### src/rtl/pulse_burst_generator_if.sv
// Interface for pulse_burst_generator: trigger/pulses request in,
// generated waveform and burst status out.
interface pulse_burst_generator_if #(
  parameter int unsigned PW = 4
) ();
  logic          trigger;
  logic [PW-1:0] pulses;
  logic          signal;
  logic          busy;
  logic          done;

  modport master (
    output trigger,
    output pulses,
    input  signal,
    input  busy,
    input  done
  );

  modport slave (
    input  trigger,
    input  pulses,
    output signal,
    output busy,
    output done
  );
endinterface

### src/rtl/pulse_burst_generator.sv
// pulse_burst_generator: on an accepted trigger, emits `pulses` periods of
// HIGH_CYCLES high followed by LOW_CYCLES low on `signal`, holds `busy` for
// the whole burst and strobes `done` for one cycle afterwards.
// Optional macro PULSE_BURST_RETRIGGER_EN: a valid trigger during HIGH/LOW
// restarts the burst with the newly presented pulses value.
module pulse_burst_generator #(
  parameter int unsigned HIGH_CYCLES = 5,
  parameter int unsigned LOW_CYCLES  = 5,
  parameter int unsigned CNT_W       = 8,
  parameter int unsigned PW          = 4
) (
  input logic                    clk,
  input logic                    reset,
  pulse_burst_generator_if.slave bus
);

  typedef enum logic [1:0] {
    S_IDLE,
    S_HIGH,
    S_LOW,
    S_DONE
  } state_t;

  localparam logic [CNT_W-1:0] HIGH_LOAD = CNT_W'(HIGH_CYCLES - 1);
  localparam logic [CNT_W-1:0] LOW_LOAD  = CNT_W'(LOW_CYCLES - 1);

  state_t           r_state;
  state_t           w_state_nxt;
  logic [CNT_W-1:0] r_phase;
  logic [CNT_W-1:0] w_phase_nxt;
  logic [PW-1:0]    r_per;
  logic [PW-1:0]    w_per_nxt;
  logic             r_signal;
  logic             r_busy;
  logic             r_done;
  logic             w_start;

  // Next-state and counter update; phase counter is reloaded at zero so
  // neither counter ever underflows.
  always_comb begin
    w_state_nxt = r_state;
    w_phase_nxt = r_phase;
    w_per_nxt   = r_per;
    w_start     = bus.trigger && (bus.pulses != '0);
    case (r_state)
      S_IDLE, S_DONE: begin
        if (w_start) begin
          w_per_nxt   = bus.pulses;
          w_phase_nxt = HIGH_LOAD;
          w_state_nxt = S_HIGH;
        end else begin
          w_state_nxt = S_IDLE;
        end
      end
      S_HIGH: begin
        if (r_phase == '0) begin
          w_phase_nxt = LOW_LOAD;
          w_state_nxt = S_LOW;
        end else begin
          w_phase_nxt = r_phase - CNT_W'(1);
        end
      end
      S_LOW: begin
        if (r_phase == '0) begin
          if (r_per > PW'(1)) begin
            w_per_nxt   = r_per - PW'(1);
            w_phase_nxt = HIGH_LOAD;
            w_state_nxt = S_HIGH;
          end else begin
            w_state_nxt = S_DONE;
          end
        end else begin
          w_phase_nxt = r_phase - CNT_W'(1);
        end
      end
      default: w_state_nxt = S_IDLE;
    endcase
`ifdef PULSE_BURST_RETRIGGER_EN
    // Restart overrides the normal HIGH/LOW progression; no done for the
    // abandoned burst because DONE is never entered.
    if (w_start && (r_state == S_HIGH || r_state == S_LOW)) begin
      w_per_nxt   = bus.pulses;
      w_phase_nxt = HIGH_LOAD;
      w_state_nxt = S_HIGH;
    end
`endif
  end

  // State/counter registers; outputs are decoded from the next state so they
  // are registered yet aligned with the state they describe.
  always_ff @(posedge clk or negedge reset) begin
    if (!reset) begin
      r_state  <= S_IDLE;
      r_phase  <= '0;
      r_per    <= '0;
      r_signal <= 1'b0;
      r_busy   <= 1'b0;
      r_done   <= 1'b0;
    end else begin
      r_state  <= w_state_nxt;
      r_phase  <= w_phase_nxt;
      r_per    <= w_per_nxt;
      r_signal <= (w_state_nxt == S_HIGH);
      r_busy   <= (w_state_nxt == S_HIGH) || (w_state_nxt == S_LOW);
      r_done   <= (w_state_nxt == S_DONE);
    end
  end

  assign bus.signal = r_signal;
  assign bus.busy   = r_busy;
  assign bus.done   = r_done;

endmodule

### src/flat_wrapper.sv
// flat-port wrapper written by rule: the top's interface ports become plain ports
module pulse_burst_generator_flat 
#(
  parameter int unsigned HIGH_CYCLES = 5,
  parameter int unsigned LOW_CYCLES  = 5,
  parameter int unsigned CNT_W       = 8,
  parameter int unsigned PW          = 4
)
  (clk, reset, bus_trigger, bus_pulses, bus_signal, bus_busy, bus_done);
  pulse_burst_generator_if #(.PW(PW)) bus_i ();
  input logic clk;
  input logic reset;
  input wire logic [$bits(bus_i.trigger)-1:0] bus_trigger;
  input wire logic [$bits(bus_i.pulses)-1:0] bus_pulses;
  output wire logic [$bits(bus_i.signal)-1:0] bus_signal;
  output wire logic [$bits(bus_i.busy)-1:0] bus_busy;
  output wire logic [$bits(bus_i.done)-1:0] bus_done;
  assign bus_i.trigger = bus_trigger;
  assign bus_i.pulses = bus_pulses;
  assign bus_signal = bus_i.signal;
  assign bus_busy = bus_i.busy;
  assign bus_done = bus_i.done;
  pulse_burst_generator #(.HIGH_CYCLES(HIGH_CYCLES), .LOW_CYCLES(LOW_CYCLES), .CNT_W(CNT_W), .PW(PW)) u_core (.clk(clk), .reset(reset), .bus(bus_i));
endmodule
### config.mk
export PLATFORM = sky130hd
export DESIGN_NAME = pulse_burst_generator_flat
export DESIGN_NICKNAME = d
export VERILOG_FILES = /design/src/rtl/pulse_burst_generator_if.sv /design/src/rtl/pulse_burst_generator.sv /design/src/flat_wrapper.sv
export SDC_FILE = /design/constraint.sdc
export NUM_CORES = 1
export LEC_CHECK = 0
export CAP_MARGIN = 20
export CORE_MARGIN = 2
export CORE_UTILIZATION = 45
export CTS_CLUSTER_DIAMETER = 150
export DETAILED_ROUTE_END_ITERATION = 7
export GPL_ROUTABILITY_DRIVEN = 0
export PLACE_DENSITY = 0.72
export SLEW_MARGIN = 30
export SYNTH_ARGS = -nofsm -noshare
export SYNTH_HDL_FRONTEND = slang
export SYNTH_SLANG_ARGS = --single-unit
### constraint.sdc
create_clock -name clk -period 3.4 [get_ports clk]
set_input_delay 0.51 -clock clk [delete_from_list [all_inputs] [get_ports clk]]
set_output_delay 0.51 -clock clk [all_outputs]
set_load 0.02 [all_outputs]
After elaboration in Yosys (flattened, before gate mapping)
Index checks and enable logic that the tools add are counted.
Storage, ports and cells
  flip-flop bits (word level): 17
  latch bits: 0
  RAM bits: 0
  bits in read-only memories: 0
  input bits: 7
  output and inout bits: 3
  logic and storage cells: 42
  memories kept: 0
Cells by class
  add/sub/neg operators: 2
  multiply operators: 0
  div/mod/pow operators: 0
  $lt $le $gt $ge: 1
  equality and inequality tests: 10
  shifts and indexed selects: 0
  mux-type cells: 14
  bitwise operators: 0
  reduce and logical (&&, ||, !) cells: 9
Operator list (number)
  8-bit two-way mux: 4
  8-bit case mux with 3 select lines: 1
  4-bit two-way mux: 3
  2-bit == test (second input constant): 4
  8-bit zero test: 1
  4-bit case mux with 2 select lines: 1
  8-bit by 1-bit subtractor with 8-bit output (second input constant): 1
  2-bit two-way mux: 3
  2-bit by 1-bit inequality test with 1-bit output (second input constant): 3
  2-bit case mux with 3 select lines: 1
  2-bit by 1-bit == test with 1-bit output (second input constant): 2
  4-bit by 1-bit greater-than comparator with 1-bit output (second input constant): 1
  4-bit AND reduction: 1
  4-bit nonzero test: 1
  4-bit by 1-bit subtractor with 4-bit output (second input constant): 1
  3-bit inequality test (second input constant): 1
  2-bit zero test: 1
  2-bit AND reduction: 1
  2-bit nonzero test: 1
  2-bit OR reduction: 1
  1-bit logical AND: 1
  1-bit logical OR: 1
  1-bit two-way mux: 1

Logic depth before layout (Yosys ltp)
  word-level depth: 6
  depth in mapped cells: 9
  gate-level depth less buffers: 8

Worst setup path after synthesis
OpenSTA, ideal clock, no wires.
  path kind: flip-flop to flip-flop
  start point: register u_core.r_phase[0]
  end point: register u_core.r_busy, in the netlist u_core.bus.busy
  setup time: 63 ps
  data arrival time: 1940 ps
  data required time: 3337 ps
  path slack: 1397 ps
  cell stages (with the launch flop): 9
  buffers on the path: 0
  clock period less this slack: 2003 ps
  cells stage by stage: dfrtp_1 > inv_1 > ha_1 > or3b_2 > o21bai_2 > nor2_1 > nor3_1 > ha_1 > inv_1
On the way
  word-level cells in the longest chain between the ends: 5
  elaborated cells on any way between the ends: 7
  classes of those cells: 2 x eq/ne; 3 x mux; 2 x reduce/logical
RTL lines
  from (decl): line pulse_burst_generator.sv:29  | logic [CNT_W-1:0] r_phase;
  from (signal assigned): line pulse_burst_generator.sv:101  | r_phase <= w_phase_nxt;
  8-bit zero test *: line pulse_burst_generator.sv:56, pulse_burst_generator.sv:64
  2-bit two-way mux, on equally long branches: line pulse_burst_generator.sv:64, pulse_burst_generator.sv:56
  2-bit case mux with 3 select lines *: line pulse_burst_generator.sv:45  | case (r_state)
  via u_core.w_state_nxt[0]: line pulse_burst_generator.sv:28  | state_t w_state_nxt;
  2-bit by 1-bit == test with 1-bit output / 2-bit == test (equally long branches): line pulse_burst_generator.sv:104  | r_busy <= (w_state_nxt == S_HIGH) || (w_state_nxt == S_LOW);
  1-bit logical OR *: line pulse_burst_generator.sv:104
  to (signal assigned): line pulse_burst_generator.sv:104
  to (decl): line pulse_burst_generator.sv:34  | logic r_busy;
The timed path passes the listed nets; every way through them passes the cells marked *.
A chain may end at the register's enable or synchronous reset.

Worst setup path after layout
  start point: register u_core.r_phase[1]
  end point: register u_core.r_busy, in the netlist u_core.bus.busy
Same word-level chain as after synthesis.

==> out/metrics.cfg <==
[power]
irDropWorstVdd_mv = 0.216
p_int_w = 0.000255
p_clk_frac = 0.336
netSwitchingPower_w = 0.0000698
pwr-share-seq = 0.623
pwr_density_cell_nw_per_um2 = 266
switching_share = 0.215
power_frac_comb = 0.041
finalPower_w = 0.000324
p_leak_nw = 0.509

[detailed_routing]
maxUsedRoutingLayer = met4
drt_iter0_drc = 16
routed_wl_mm = 2.16
viasPerCell = 5.89
wl_met3_microns = 96
vias = 884
drt.antenna.violating_nets = 0
drc_errors = 0
firstDrtPassIters = 6
wire_per_inst_microns = 14.4
drt-met1-wl_mm = 1.03
met2_length_microns = 998

[synth]
syn_nets = 126
synth_cells = 112
synth-async-reset-ratio = 1.00
synth.most_common_cell = dfrtp_1
synthTopCellsByCount = 17 x dfrtp_1, 15 x inv_1, 7 x ha_1
synth_seq_cells = 17
syn_avg_cell_area_sq_um = 9.63
yosys.area.top_type_share = 0.394
synth.largest_area_cell = dfrtp_1
synth_area_leaders = dfrtp_1 39%, ha_1 8.1%, inv_1 5.2%, or3_1 2.9%, mux2i_1 2.8%
synth_edf_count = 0
netlist_area_sq_um = 1080
yosys_warnings = 0
synth_flop_cell = dfrtp_1
synth_cell_types = 45
ys_seq_area_frac = 0.394

[global_routing]
antenna_found_initial = 0
grt_max_degree = 18
track_usage = 0.193
grt_pass1_vias = 881
overflow = 0
grt_pass1_wl_mm = 3.85

[clock_tree]
htreeDepth = 1
cts_resized = 0
cts_tree = done
path_clk_slew_ns = 0.10
cts_hold_buf = 0
clock-sinks = 17
clockBufferDepth = 2
root_buffer = clkbuf_4
post_cts_buffers = 0
clkLatencyLatePin_ns = 0.30
cts_buffers = 3

[floorplan]
dieHeight_microns = 53.0
die_w_microns = 53.0
io_pins = 10
start_util = 0.483
dieArea_sq_um = 2800
core_area_sq_um = 2230
placementRows = 17

[place]
dpl.hpwl_mm = 1.62
dp.cells = 146
dpl_worst_slack_ns = 1.10
port_buffers = 9

[timing]
tightest_slew_ns = 0.756
fin_worst_skew_ns = 0.0107
fin_tns_setup_ns = 0
fmax_ghz = 0.447
slew_violations = 0
finalCriticalPeriod_ns = 2.24
maxSlewHeadroom = 0.494
hold_viol_final = 0
finalCritPeriodShare = 0.658
finalSetupViolations = 0
rsz0062_at_grt = false
fin_ws_ns = 1.16

[run_status]
outcome = finished clean

[setup_path]
cp.arrival_ns = 2.49
crit_path_end = u_core.bus.busy
r2r-end = u_core.bus.busy
r2r_slack_ns = 1.16
critPathRequiredTime_ns = 3.65
worst_r2r_path_depth = 8
endpoint_kind = flop
crit_path_start = u_core.r_phase[1]
critPathMaxFanout = 7
timing.rr.start = u_core.r_phase[1]
crit_type = reg2reg
critPathLaunchType = flop

[layout]
fillers = 208
layout.nets = 137
seq_area_sq_um = 425
n_antenna_cell = 0
finish.utilization = 0.545
drive_gt1_frac = 0.107
fin_cells = 150
syn2layout_area_growth_pct = 12.9
multi_input_area_sq_um = 584

[run]
maxCapViolations = 0

[min_path]
min_from = u_core.r_phase[0]
hold_class = reg2reg

[registers in the layout, summed over array words and instances, names as in the netlist]
name,cells
u_core.r_phase,8
u_core.r_state,2
u_core.bus.busy,1
u_core.r_per,4
u_core.bus.signal,1
u_core.bus.done,1
[worst max-delay path, stage by stage, from the launching register on]
cell      delay, ns
dfrtp_1        0.41
inv_1          0.10
ha_1           0.20
or3b_2         0.54
o21bai_2       0.31
nor2_1         0.12
nor3_1         0.21
ha_1           0.27
inv_1          0.05
[power groups by stage]
stage | combinational [W] | sequential [W] | clock (W)
finish | 0.0000132 | 0.000202 | 0.000109
global route | 0.0000144 | 0.000202 | 0.000124
CTS | 0.0000134 | 0.000202 | 0.000113
detailed placement | 0.0000133 | 0.000206 | 0
global placement | 0.0000132 | 0.000206 | 0
floorplan | 0.00000119 | 0.000206 | 0
[cell families after synthesis]
kind of cell | count (synthesis) | share of synthesized area
mux | 3 | 0.0278
buf+inv | 18 | 0.0638
flops | 17 | 0.394
simple gates | 36 | 0.205
compound gates | 31 | 0.227
fa+ha+maj | 7 | 0.0812
[how the worst min path moves through the flow]
stage,to,slack [ns],cells past startpoint
after CTS,u_core.r_phase[0],0.51,1
after global placement,u_core.r_phase[0],0.50,1
after floorplan,u_core.bus.busy,0.21,0
after global routing,u_core.r_phase[0],0.54,1
final,u_core.r_phase[0],0.51,1
after detailed placement,u_core.r_phase[0],0.50,1
[per-layer routing]
metal  global-route usage  up-vias
met3               0.0508        4
met5                    0        -
met2                0.306       27
li1                     -      430
met4               0.0812        0
met1                0.246      423
[cell type report]
class / instances / share of cell area
sequential: 17 / 0.349
tap: 28 / 0.0288
timing repair buffer: 9 / 0.0740
clock buffer: 4 / 0.0216
multi-input combinational: 77 / 0.480
inverter: 15 / 0.0462
[cell usage in the layout (no fill, tap or decap), types with 2 or more instances in the layout]
cell	Yosys	layout
mux2i_1	3	3
o211ai_1	2	2
nand3_1	5	5
a31oi_1	3	3
a221oi_1	2	2
nand2_1	2	2
dfrtp_1	17	17
nor2_1	5	5
ha_1	7	7
or3_1	5	5
clkbuf_4	0	3
o21ai_1	2	2
clkdlybuf4s50_1	0	9
o21ai_0	3	3
a41oi_1	2	2
a21oi_1	3	3
and2_1	3	3
inv_1	15	15
nor3_1	4	4
[through the flow]
stage / instance area, sq um / hold slack [ns]
floorplan: 1080 / 0.214
detailed placement: 1190 / 0.501
global route: 1220 / 0.537
CTS: 1220 / 0.514
finish: 1220 / 0.513
global placement: 1190 / 0.497
Power figures use the tool's default switching activity.
==> edit 1, RTL diff (same flow settings) <==
Reset style: synchronous (`reset`), changed in one clocked block.
--- a/src/rtl/pulse_burst_generator.sv
+++ b/src/rtl/pulse_burst_generator.sv
@@ -88,7 +88,7 @@
 
   // State/counter registers; outputs are decoded from the next state so they
   // are registered yet aligned with the state they describe.
-  always_ff @(posedge clk or negedge reset) begin
+  always_ff @(posedge clk) begin
     if (!reset) begin
       r_state  <= S_IDLE;
       r_phase  <= '0;
Behaviour: differs if reset is asserted again (counterexample within 4 cycles, from zero or initial values and one cycle with reset low); with reset held inactive, the same outputs for 10 cycles.
==> edit 1 against the original RTL <==
Final cell count increased by 6.0%; setup slack got worse by 0.029 ns; wire length increased by 1.5%; sequential cell count unchanged; design area decreased by 5.0%; synthesized area decreased by 6.7%; synthesized cell count increased by 7.1%; critical path depth unchanged; critical endpoint is now u_core.bus.busy; highest routed layer unchanged.
Power is left out: it rests on default switching activity, and per cell area and clock period it moved more than threefold.
==> edit 1: results (changes against the original RTL) <==
Longest Clk Path Bufs=2 (unchanged); Synth cell types=40 (-11%); Slew @ Worst Pin=0.434 ns (-0.322 ns); Via Count=921 (+4.2%); Post-Syn Area per Cell=8.38 um^2 (-13%); Nets=146 (+6.6%); initial antenna violation count=0 (unchanged); Hold Path Class=reg2reg; first-pass GRT wire length=3730 um (-3.2%); antenna cell count=0 (unchanged); Avg WL per Cell=13.8 um (-4.2%); total CTS buffers=3 (unchanged); vias per cell=5.79 (-1.7%); reg-to-reg slack, setup=1.13 ns (-0.03 ns); status=finished, final reports clean; PostCTS Resize Cnt=0 (unchanged); Synth area leader=dfxtp_1; sequential area share after synthesis=33.8% (-5.6 points); worst-path fanout max=10 (+3); Syn Nets=134 (+6.3%); slowest stage delay, CP=0.54 ns (about the same); placed insts=155 (+6.2%); setup bufs post-CTS=0 (unchanged); initial DRC count=29 (+13); IO Port Bufs=9 (unchanged); Skew-Pair Late Insertion Delay=0.29 ns; drt first pass iters=4 (-2); Worst Skew=0.00354 ns (-0.00719 ns); filler cell count=224 (+7.7%); share of post-route cells with drive strength above 1=10.7% (+0.031 points); root buf cell=clkbuf_4; hpwl dp=1570 um (-3.3%); Post-synth top cells=dfxtp_1, inv_1, nor2_1; vias in the first global route=854 (-3.1%); largest net degree at the start of global routing=13 (-5); FFs w/ async S/R, synth=0% (-100 points); Reg clk slew, reported paths=0.10 ns (about the same); total track usage=18.6% (-0.63 points); leading post-synthesis cells by cell area=dfxtp_1, ha_1, a211oi_1
edit 1: path summary, 6_finish.rpt:
check                                  startpoint                end  cells past startpoint
worst max-delay path            u_core.r_state[0]    u_core.bus.busy                      8
worst min-delay path            u_core.r_phase[7]  u_core.r_phase[7]                      2
worst max register to register  u_core.r_state[0]    u_core.bus.busy                      8
worst min register to register  u_core.r_phase[7]  u_core.r_phase[7]                      2
edit 1: final cells by class:
type / count / area [um^2] / area share [%]
timing repair buffer: 11 / 105 / 9.09
clock inverter: 1 / 5.00 / 0.433
multi-input combinational: 88 / 607 / 52.5
sequential: 17 / 340 / 29.4
tap: 28 / 35.0 / 3.03
inverter: 11 / 41.3 / 3.57
clock buffer: 3 / 22.5 / 1.95
edit 1: kinds of logic after synthesis:
group                    Yosys count  synth area share [%]
AO/OA/AOI/OAI                     37                  24.8
adder cells (fa/ha/maj)            7                  8.71
buffers and inverters             15                  5.85
flip-flops                        17                  33.8
AND/OR/NAND/NOR                   44                  26.9
edit 1: stage by stage:
step                util (%)  worst slack (ns)  hold slack (ns)  instance area [um^2]
global route            53.3             0.961            0.526                  1160
floorplan                  -              1.42            0.450                  1010
finish                  53.3              1.13            0.490                  1160
detailed placement      52.0              1.05            0.481                  1130
global placement        52.0              1.06            0.479                  1130
CTS                     53.3              1.13            0.495                  1160
edit 1: metal layers:
metal  part of all wire [%]  global-route usage (%)  vias to the layer above
li1                       -                       -                      476
met5                      0                       0                        -
met2                     47                    28.4                       25
met4                    1.9                    9.21                        0
met3                    4.6                    2.63                        4
met1                     47                    25.7                      416
edit 1: critical path: cells and delay by family, from the launching register on:
kind | cells | cell delay [ns]
fa+ha+maj | 2 | 0.62
flops | 1 | 0.33
buf+inv | 2 | 0.13
simple gates | 3 | 0.88
compound gates | 1 | 0.23
==> edit 2, RTL diff (same flow settings) <==
Made on the original files. `CNT_W` is set to 8 in 2 places; all go to 6.
--- a/src/rtl/pulse_burst_generator.sv
+++ b/src/rtl/pulse_burst_generator.sv
@@ -6,7 +6,7 @@
 module pulse_burst_generator #(
   parameter int unsigned HIGH_CYCLES = 5,
   parameter int unsigned LOW_CYCLES  = 5,
-  parameter int unsigned CNT_W       = 8,
+  parameter int unsigned CNT_W       = 6,
   parameter int unsigned PW          = 4
 ) (
   input logic                    clk,
--- a/src/flat_wrapper.sv
+++ b/src/flat_wrapper.sv
@@ -3,7 +3,7 @@
 #(
   parameter int unsigned HIGH_CYCLES = 5,
   parameter int unsigned LOW_CYCLES  = 5,
-  parameter int unsigned CNT_W       = 8,
+  parameter int unsigned CNT_W       = 6,
   parameter int unsigned PW          = 4
 )
   (clk, reset, bus_trigger, bus_pulses, bus_signal, bus_busy, bus_done);
Check against the original RTL: same outputs for any inputs over 10 cycles, from zero or initial values and one cycle with reset low; that may be too few to reach the edited logic, so the function may still have changed.
==> edit 2 against the original RTL <==
Synthesized area decreased by 12%; critical endpoint unchanged; global-route usage decreased by 2.2 points; via count decreased by 11%; fmax increased by 0.30%; wire length decreased by 18%; design area decreased by 11%; sequential cell count decreased by 2; setup slack improved by 0.0067 ns; largest cell class unchanged.
Power is left out: it rests on default switching activity, and per cell area and clock period it moved more than threefold.
==> edit 2: results (changes against the original RTL) <==
Hold Path Class=reg2reg; routing usage on met2=24.7% (-6.0 points); Reg2Reg Capture Point=u_core.bus.busy; total CTS buffers=3 (unchanged); Via Count=786 (-11%); FF-to-FF Start=u_core.r_state[0]; Skew-Pair Late Insertion Delay=0.29 ns; met1 Resource Use GR=23.7% (-0.89 points); antenna cell count=0 (unchanged); Synth Area in XOR/XNOR=0% (unchanged); IO Port Bufs=9 (unchanged); WHS=0.534 ns (+0.0209 ns); vias in the first global route=736 (-16%); Syn Nets=114 (-9.5%); relative max-transition margin=56.5% (+7.0 points); post-synthesis mux area share=2.11% (-0.68 points); root buf cell=clkbuf_4; Reg clk slew, reported paths=0.09 ns; Longest Clk Path Bufs=2 (unchanged); setup bufs post-CTS=0 (unchanged); Regs by FF count=u_core.r_phase: 6 flops, u_core.r_per: 4 flops, u_core.r_state: 2 flops; sequential area share after synthesis=39.5% (+0.083 points); maximum capacitance violations=0 (unchanged); reg-to-reg slack, setup=1.17 ns; drt first pass iters=5 (-1); largest net degree at the start of global routing=16 (-2); PostCTS Resize Cnt=0 (unchanged); filler cell count=177 (-15%); Worst Path Arrival=2.41 ns (-0.08 ns); H-tree Lvls=1 (unchanged); r2r worst-path depth=8 (unchanged); Worst Skew=0.00719 ns (-0.00353 ns); FFs w/ async S/R, synth=100% (unchanged); status=finished, final reports clean; met3 usage=3.94% (-1.1 points); hpwl dp=1350 um (-17%); Hold EP=u_core.r_per[3]; Post-synth top cells=dfrtp_1, inv_1, ha_1, nor2_1, a21oi_1; total track usage=17.0% (-2.2 points); Compound-Gate Fraction of Synth Area=19.4% (-3.4 points); initial antenna violation count=0 (unchanged); hold path depth=2 (+1); Nets=125 (-8.8%); worst-path fanout max=11 (+4); Yosys Warn Count=0 (unchanged); first-pass GRT wire length=3240 um (-16%); Avg WL per Cell=12.9 um (-10%); initial DRC count=24 (+8); Synth cell types=35 (-22%); min-delay src=u_core.r_per[3]; share of post-route cells with drive strength above 1=8.18% (-2.5 points); leading post-synthesis cells by cell area=dfrtp_1, ha_1, inv_1; Synth Area in Adders=9.22% (+1.1 points)
## edit 2: how the worst max path moves through the flow
stage / cells past startpoint / slack [ns] / endpoint / startpoint
2_1_floorplan: 8 / 1.55 / u_core.bus.busy / u_core.r_per[0]
3_3_place_gp: 6 / 1.01 / u_core.bus.busy / bus_pulses[1]
3_5_place_dp: 6 / 0.97 / u_core.bus.busy / bus_pulses[1]
4_1_cts: 8 / 1.17 / u_core.bus.busy / u_core.r_state[0]
5_1_grt: 8 / 0.98 / u_core.bus.busy / u_core.r_state[0]
6_report: 8 / 1.17 / u_core.bus.busy / u_core.r_state[0]
## edit 2: stage by stage
stage | setup slack, ns | instances | cell area [um^2]
floorplan | 1.55 | 100 | 950
global placement | 1.01 | 133 | 1050
detailed placement | 0.974 | 133 | 1050
CTS | 1.17 | 137 | 1080
global route | 0.978 | 137 | 1080
finish | 1.17 | 137 | 1080
## edit 2: kinds of logic (layout without fill, tap and decap cells)
| logic type | after synthesis | after routing |
|---|---|---|
| multiplexers | 2 | 2 |
| AND/OR/NAND/NOR | 33 | 33 |
| AO/OA/AOI/OAI | 27 | 27 |
| flip-flops | 15 | 15 |
| adder cells (fa/ha/maj) | 7 | 7 |
| buffers and inverters | 16 | 26 |
## edit 2: layer usage
layer	wire length [um]	part of all wire, %
met5	0	0
met4	45	2.5
met3	98	5.5
met2	747	42
met1	875	50
## edit 2: critical path: stages, from the launching register on
cell and delay (ns):
dfrtp_1 0.39, inv_1 0.08, ha_1 0.37, nand2b_1 0.17, nor3_4 0.30, a211oi_1 0.13
or3_1 0.38, ha_1 0.28, inv_1 0.03
## edit 2: layout make-up
cell class	count	share of cell area (%)
well taps	27	3.13
repair buffers	9	8.34
inverters	13	4.52
clock buffers	4	2.43
multi-input cells	69	46.8
flip-flops and latches	15	34.8
